[src/rtl/mul_pipe_pkg.sv]
// Shared defaults and helpers for the mul_pipe_ns multiplier and its bus interface.
// The pipeline slice type is width-dependent, so it is provided as a macro taking the product width.
package mul_pipe_pkg;

  localparam int DEF_W      = 8;
  localparam int DEF_STAGES = 2;
  localparam int DEF_CNT_W  = 16;
  localparam int DEF_TRUNC  = 4;

  function automatic int prod_w(input int w);
    return 2 * w;
  endfunction

endpackage

`define MUL_PIPE_STAGE_T(PW) struct packed { logic vld; logic sgn; logic [(PW)-1:0] prod; }

[src/rtl/mul_pipe_ns_if.sv]
// Operand/product handshake bundle for mul_pipe_ns; the slave side is the multiplier.
interface mul_pipe_ns_if
  import mul_pipe_pkg::*;
#(
  parameter int W     = DEF_W,
  parameter int CNT_W = DEF_CNT_W
);

  logic             in_valid;
  logic             in_ready;
  logic             in_signed;
  logic [W-1:0]     A;
  logic [W-1:0]     B;
  logic             out_valid;
  logic             out_ready;
  logic [2*W-1:0]   O;
  logic [CNT_W-1:0] op_count;
  logic             busy;

  modport master (
    output in_valid, in_signed, A, B, out_ready,
    input  in_ready, out_valid, O, op_count, busy
  );

  modport slave (
    input  in_valid, in_signed, A, B, out_ready,
    output in_ready, out_valid, O, op_count, busy
  );

endinterface

[src/rtl/mul_pipe_stage.sv]
// One enable-gated register slice of the multiplier pipeline; the payload type is a parameter.
module mul_pipe_stage #(
  parameter type T = logic
) (
  input  logic clk,
  input  logic rst,
  input  logic en_i,
  input  T     d_i,
  output T     q_o
);

  T slice_q;

  // NOTE: non-blocking assignment so every slice samples its predecessor's pre-edge value.
  always_ff @(posedge clk or negedge rst) begin
    if (!rst) begin
      slice_q <= '0;
    end else if (en_i) begin
      slice_q <= d_i;
    end
  end

  assign q_o = slice_q;

endmodule

[src/rtl/mul_pipe_ns.sv]
// Pipelined W x W multiplier with per-beat signed/unsigned mode, valid/ready backpressure and op counter.
// Build option MUL_PIPE_APPROX_EN: when defined, the low TRUNC product bits are forced to zero.
module mul_pipe_ns
  import mul_pipe_pkg::*;
#(
  parameter int W      = DEF_W,
  parameter int STAGES = DEF_STAGES,
  parameter int CNT_W  = DEF_CNT_W,
  parameter int TRUNC  = DEF_TRUNC
) (
  input  logic         clk,
  input  logic         rst,
  mul_pipe_ns_if.slave bus
);

  localparam int PW = prod_w(W);

`ifdef MUL_PIPE_APPROX_EN
  localparam int TRUNC_EFF = TRUNC;
`else
  localparam int TRUNC_EFF = 0;
`endif

  localparam logic [PW-1:0] KEEP_MASK = ~(PW'((64'd1 << TRUNC_EFF) - 64'd1));

  typedef `MUL_PIPE_STAGE_T(PW) stage_t;

  logic                    en;
  logic [PW-1:0]           a_ext;
  logic [PW-1:0]           b_ext;
  stage_t                  stage_in;
  stage_t [STAGES-1:0]     stage_d;
  stage_t [STAGES-1:0]     stage_q;
  logic                    busy_c;
  logic [CNT_W-1:0]        cnt_d;
  logic [CNT_W-1:0]        cnt_q;
  logic                    unused_sgn;

  // Low PW bits of the extended product are the exact result in either mode.
  always_comb begin
    a_ext         = bus.in_signed ? {{W{bus.A[W-1]}}, bus.A} : {{W{1'b0}}, bus.A};
    b_ext         = bus.in_signed ? {{W{bus.B[W-1]}}, bus.B} : {{W{1'b0}}, bus.B};
    stage_in.vld  = bus.in_valid;
    stage_in.sgn  = bus.in_signed;
    stage_in.prod = (a_ext * b_ext) & KEEP_MASK;
  end

  // The whole pipeline moves as one; a stalled output freezes every slice, bubbles included.
  assign en = !stage_q[STAGES-1].vld | bus.out_ready;

  for (genvar i = 0; i < STAGES; i++) begin : g_stage
    if (i == 0) begin : g_first
      assign stage_d[i] = stage_in;
    end else begin : g_next
      assign stage_d[i] = stage_q[i-1];
    end

    mul_pipe_stage #(.T(stage_t)) u_stage (
      .clk  (clk),
      .rst  (rst),
      .en_i (en),
      .d_i  (stage_d[i]),
      .q_o  (stage_q[i])
    );
  end

  // NOTE: every always_comb output gets a default before any branch, so no latch is inferred.
  always_comb begin
    busy_c = 1'b0;
    for (int i = 0; i < STAGES; i++) begin
      busy_c = busy_c | stage_q[i].vld;
    end
    cnt_d = cnt_q;
    if (stage_q[STAGES-1].vld && bus.out_ready) begin
      cnt_d = cnt_q + 1'b1;
    end
  end

  always_ff @(posedge clk or negedge rst) begin
    if (!rst) begin
      cnt_q <= '0;
    end else begin
      cnt_q <= cnt_d;
    end
  end

  assign unused_sgn    = stage_q[STAGES-1].sgn;
  assign bus.in_ready  = en;
  assign bus.out_valid = stage_q[STAGES-1].vld;
  assign bus.O         = stage_q[STAGES-1].prod;
  assign bus.op_count  = cnt_q;
  assign bus.busy      = busy_c;

endmodule

[src/flat_wrapper.sv]
// flat-port wrapper written by rule: the top's interface ports become plain ports
module mul_pipe_ns_flat import mul_pipe_pkg::*;
#(
  parameter int W      = DEF_W,
  parameter int STAGES = DEF_STAGES,
  parameter int CNT_W  = DEF_CNT_W,
  parameter int TRUNC  = DEF_TRUNC
)
  (clk, rst, bus_in_valid, bus_in_signed, bus_A, bus_B, bus_out_ready, bus_in_ready, bus_out_valid, bus_O, bus_op_count, bus_busy);
  mul_pipe_ns_if #(.W(W), .CNT_W(CNT_W)) bus_i ();
  input  logic clk;
  input  logic rst;
  input wire logic [$bits(bus_i.in_valid)-1:0] bus_in_valid;
  input wire logic [$bits(bus_i.in_signed)-1:0] bus_in_signed;
  input wire logic [$bits(bus_i.A)-1:0] bus_A;
  input wire logic [$bits(bus_i.B)-1:0] bus_B;
  input wire logic [$bits(bus_i.out_ready)-1:0] bus_out_ready;
  output wire logic [$bits(bus_i.in_ready)-1:0] bus_in_ready;
  output wire logic [$bits(bus_i.out_valid)-1:0] bus_out_valid;
  output wire logic [$bits(bus_i.O)-1:0] bus_O;
  output wire logic [$bits(bus_i.op_count)-1:0] bus_op_count;
  output wire logic [$bits(bus_i.busy)-1:0] bus_busy;
  assign bus_i.in_valid = bus_in_valid;
  assign bus_i.in_signed = bus_in_signed;
  assign bus_i.A = bus_A;
  assign bus_i.B = bus_B;
  assign bus_i.out_ready = bus_out_ready;
  assign bus_in_ready = bus_i.in_ready;
  assign bus_out_valid = bus_i.out_valid;
  assign bus_O = bus_i.O;
  assign bus_op_count = bus_i.op_count;
  assign bus_busy = bus_i.busy;
  mul_pipe_ns #(.W(W), .STAGES(STAGES), .CNT_W(CNT_W), .TRUNC(TRUNC)) u_core (.clk(clk), .rst(rst), .bus(bus_i));
endmodule
[config.mk]
export PLATFORM = sky130hd
export DESIGN_NAME = mul_pipe_ns_flat
export DESIGN_NICKNAME = d
export VERILOG_FILES = /design/src/rtl/mul_pipe_pkg.sv /design/src/rtl/mul_pipe_ns_if.sv /design/src/rtl/mul_pipe_stage.sv /design/src/rtl/mul_pipe_ns.sv /design/src/flat_wrapper.sv
export SDC_FILE = /design/constraint.sdc
export NUM_CORES = 1
export LEC_CHECK = 0
export ABC_AREA = 1
export BUFFER_PORTS_ARGS = -buffer_cell sky130_fd_sc_hd__buf_2
export CAP_MARGIN = 5
export CORE_MARGIN = 8
export CORE_UTILIZATION = 56
export DETAILED_ROUTE_END_ITERATION = 10
export MAX_ROUTING_LAYER = met4
export PLACE_DENSITY = 0.79
export SKIP_LAST_GASP = 1
export SYNTH_ARGS = -nofsm -noshare
export SYNTH_HDL_FRONTEND = slang
export SYNTH_SLANG_ARGS = --single-unit
[constraint.sdc]
create_clock -name clk -period 1.5 [get_ports clk]
set_input_delay 0.15 -clock clk [delete_from_list [all_inputs] [get_ports clk]]
set_output_delay 0.15 -clock clk [all_outputs]
set_load 0.05 [all_outputs]
==> metrics.txt <==
largest area contributor in the netlist=fa_1; initial antenna violation count=0; Setup CP Type=input pin to register; layout cells sized above 1=0.394; Power Density=approximately 1900 mW/mm^2; final core occ=0.798; row cnt=37; Max IR drop VDD=between 0.001 and 0.0015 V; Syn Area/Cell=7.77 um^2; FF+latch count, synth=50; clock skew=around 0.0098 ns; post-DP HPWL=12.1 mm; Starting Density=0.578; Hold Path End=u_core.g_stage[0].u_stage.q_o[17]$_DFFE_PN0P_; largest family of logic cells by synthesized area=adder cells; Post-Synth Adder-Cell Area=0.344; min Tclk post-route=between 4 and 5 ns; clock power share=0.051; Min Hold Slack=between 0.1 and 0.15 ns; Net Sw Power=0.00762 W; register area share after synthesis=0.210; CTS H-tree lvls=2; warnings from Yosys=0; Inst Count DP=about 1000; reg2reg start=u_core.bus.op_count[1]$_DFFE_PN0P_; Primary FF master, synth=dfrtp_1; worst slew pin tran=0.603 ns; final number of hold-violating endpoints=0; RePlAce Congestion=between 0.9 and 1; final WL=between 15 and 20 mm; Synth Area in Compound Gates=0.0472; Hold Path Depth=3; max cap viols=0; area fraction in and, or, nand and nor cells after synthesis=0.203; LEAKAGE=approximately 4.6 nW; Post-synth EDFFs=0; Fmax=217 MHz; fillers=around 630; Max-Slew Margin vs Limit=0.598; grt ovf=0; max-slew violation count=0; period utilisation layout=3.08; R2R cell count=7; Placeable Area=slightly above 0.01 mm^2; Netlist cell types=39; Worst-Skew Late Latency=approximately 0.32 ns; Power Internal=approximately 0.008 W; Worst EP required=roughly 1.7 ns; area grow syn2layout=38.2%; num ports=56; failing checks=negative setup slack; mapped cell area=around 0.006 mm^2; sequential share of power=0.136; Routed WL per cell=15.0 um; Initial DRT Pass Iterations=4; largest cells by area after synthesis=fa_1 (23%), dfrtp_1 (21%), inv_1 (13%); Final ANT Viol Nets=0; Reg2Reg Capture Point=u_core.bus.op_count[14]$_DFFE_PN0P_; CTS root buffer=clkbuf_8; vias per cell=4.98; GRT Overall Usage=0.224; first-pass GRT wire length=25.7 mm; die area=around 0.014 mm^2; critical path startpoint=bus_B[4]; area share of the largest cell type after synthesis=0.228; ANT cells=0; fin nets=between 1000 and 1500; DR vias=approximately 5300; worst min-delay path category=input pin to register; ys async rst share=1.00; DRC=0; mux share of post-synthesis cell area=0.00189; initial DRC count=just under 300; CTS tree=built; Syn Inst Count=approximately 770; clk slew on worst S/H paths=roughly 0.080 ns; port bufs=55; hold_sp=bus_in_valid; CP arrival=between 4 and 5 ns; CTS Buf Count=5; Final Setup Violations=21; Clock Path Buffers=2; Net Sw Frac=0.490; die height=around 120 um; Worst setup SP type=input pin; Worst Setup Slack, final=-3.11 ns; pre-CTS WS=-3.47 ns; xor/xnor share of the synthesized area=0.0353; clk sinks=50; largest net degree at the start of global routing=51; non-filler instance count after layout=between 1000 and 1500; Logic pwr share=0.813; status=finished, violations left; CP Max Fanout=4; vias in the first global route=5613; RSZ-0062 raised after global routing=yes; syn_nets=between 900 and 1000; die width=between 100 and 150 um; Worst setup EP type=register; r2r setup slk=-0.19 ns
-- cells in the mapped netlist (2+ instances only) --
cell type	instances
buf_2	6
buf_4	4
nand2_2	9
fa_1	68
nand2_1	190
dfrtp_1	50
xnor2_1	10
ha_1	55
nor2_2	4
nand3b_1	2
buf_6	2
or2_2	5
nand4_1	2
nor3_1	3
inv_2	5
clkbuf_1	11
nand3_1	24
nand3_2	5
a21oi_1	15
nor2_1	24
xor2_1	14
o21ai_0	31
inv_1	212
-- flip-flops by register name (all words and copies together) (netlist names) --
register	cells
u_core.g_stage.u_stage.q_o	34
u_core.bus.op_count	16
-- logic make-up after synthesis --
logic type,count (synthesis)
XOR/XNOR,24
flip-flops,50
buffers and inverters,242
AO/OA/AOI/OAI,53
adder cells (fa/ha/maj),123
multiplexers,1
AND/OR/NAND/NOR,274
-- how the worst max path moves through the flow --
| stage | to | slack [ns] | cells past startpoint |
|---|---|---|---|
| floorplan | u_core.g_stage[0].u_stage.q_o[15]$_DFFE_PN0P_ | -3.16 | 23 |
| global placement | u_core.g_stage[0].u_stage.q_o[15]$_DFFE_PN0P_ | -3.32 | 22 |
| CTS | u_core.g_stage[0].u_stage.q_o[15]$_DFFE_PN0P_ | -3.00 | 23 |
| detailed placement | u_core.g_stage[0].u_stage.q_o[15]$_DFFE_PN0P_ | -3.47 | 22 |
| finish | u_core.g_stage[0].u_stage.q_o[15]$_DFFE_PN0P_ | -3.11 | 23 |
| global route | u_core.g_stage[0].u_stage.q_o[15]$_DFFE_PN0P_ | -3.32 | 24 |
-- metrics by stage --
stage | instance area, um^2 | total power [W] | TNS, ns
2_1_floorplan | 6460 | 0.00980 | -29.93
3_3_place_gp | 7360 | 0.0122 | -33.71
3_5_place_dp | 7360 | 0.0128 | -34.84
4_1_cts | 7790 | 0.0146 | -29.32
5_1_grt | 8240 | 0.0168 | -33.07
6_report | 8240 | 0.0155 | -30.47
-- metal layers --
layer | global-route usage | part of all wire | up-vias
met1 | 0.250 | 0.42 | 2551
met5 | - | 0 | -
met2 | 0.401 | 0.52 | 137
met3 | 0.0312 | 0.038 | 38
li1 | - | - | 2562
met4 | 0.0751 | 0.027 | 0
-- what timing repair did --
action | in CTS | in global routing
pin swaps | 51 | 45
setup buffers | 9 | 19
gates resized for setup | 63 | 93
hold endpoints to repair | 50 | 0
hold buffers | 1 | 0
endpoints found under the setup margin | 19 | 22
-- layout make-up --
cell class / instances / area [um^2] / share of cell area
Inverter: 219 / 830 / 0.101
Clock buffer: 7 / 86.3 / 0.0105
Sequential cell: 50 / 1260 / 0.152
Tap cell: 136 / 170 / 0.0207
Timing Repair Buffer: 175 / 1370 / 0.166
Multi-Input combinational cell: 475 / 4530 / 0.550
-- worst max-delay path: stages --
cell and delay (ns):
buf_4 0.14, nand2_1 0.05, inv_1 0.05, fa_1 0.57, inv_2 0.05, fa_1 0.53
inv_1 0.05, fa_1 0.48, inv_1 0.05, fa_1 0.47, inv_1 0.05, fa_1 0.49
inv_2 0.04, fa_1 0.51, inv_2 0.05, ha_4 0.29, nand2_2 0.08, nor2_1 0.23
nand3_1 0.15, nand3_1 0.14, nand3_2 0.09, nand3_2 0.07, nand2_1 0.04
-- layout by cell type, fill, tap and decap left out, drive strengths merged --
cell type / Yosys / routed
a21o: 1 / 1
a21oi: 15 / 15
a221oi: 1 / 1
a31oi: 1 / 1
buf: 12 / 173
clkbuf: 11 / 8
clkinv: 2 / 2
dfrtp: 50 / 50
dlygate4sd3: 0 / 1
fa: 68 / 68
ha: 55 / 55
inv: 217 / 217
mux2: 1 / 1
nand2: 200 / 200
nand3: 30 / 30
nand3b: 3 / 3
nand4: 3 / 3
nor2: 29 / 29
nor3: 4 / 4
o2111ai: 1 / 1
o21ai: 32 / 32
o21bai: 1 / 1
o31ai: 1 / 1
or2: 5 / 5
xnor2: 10 / 10
xor2: 14 / 14
-- power by group through the flow --
stage,registers (W),logic [W],clock network (W)
floorplan,0.00301,0.00679,0
global placement,0.00209,0.0101,0
detailed placement,0.00212,0.0107,0
CTS,0.00210,0.0117,0.000791
global route,0.00217,0.0137,0.000856
finish,0.00211,0.0126,0.000792
No activity file was read; power rests on OpenSTA's default activity.
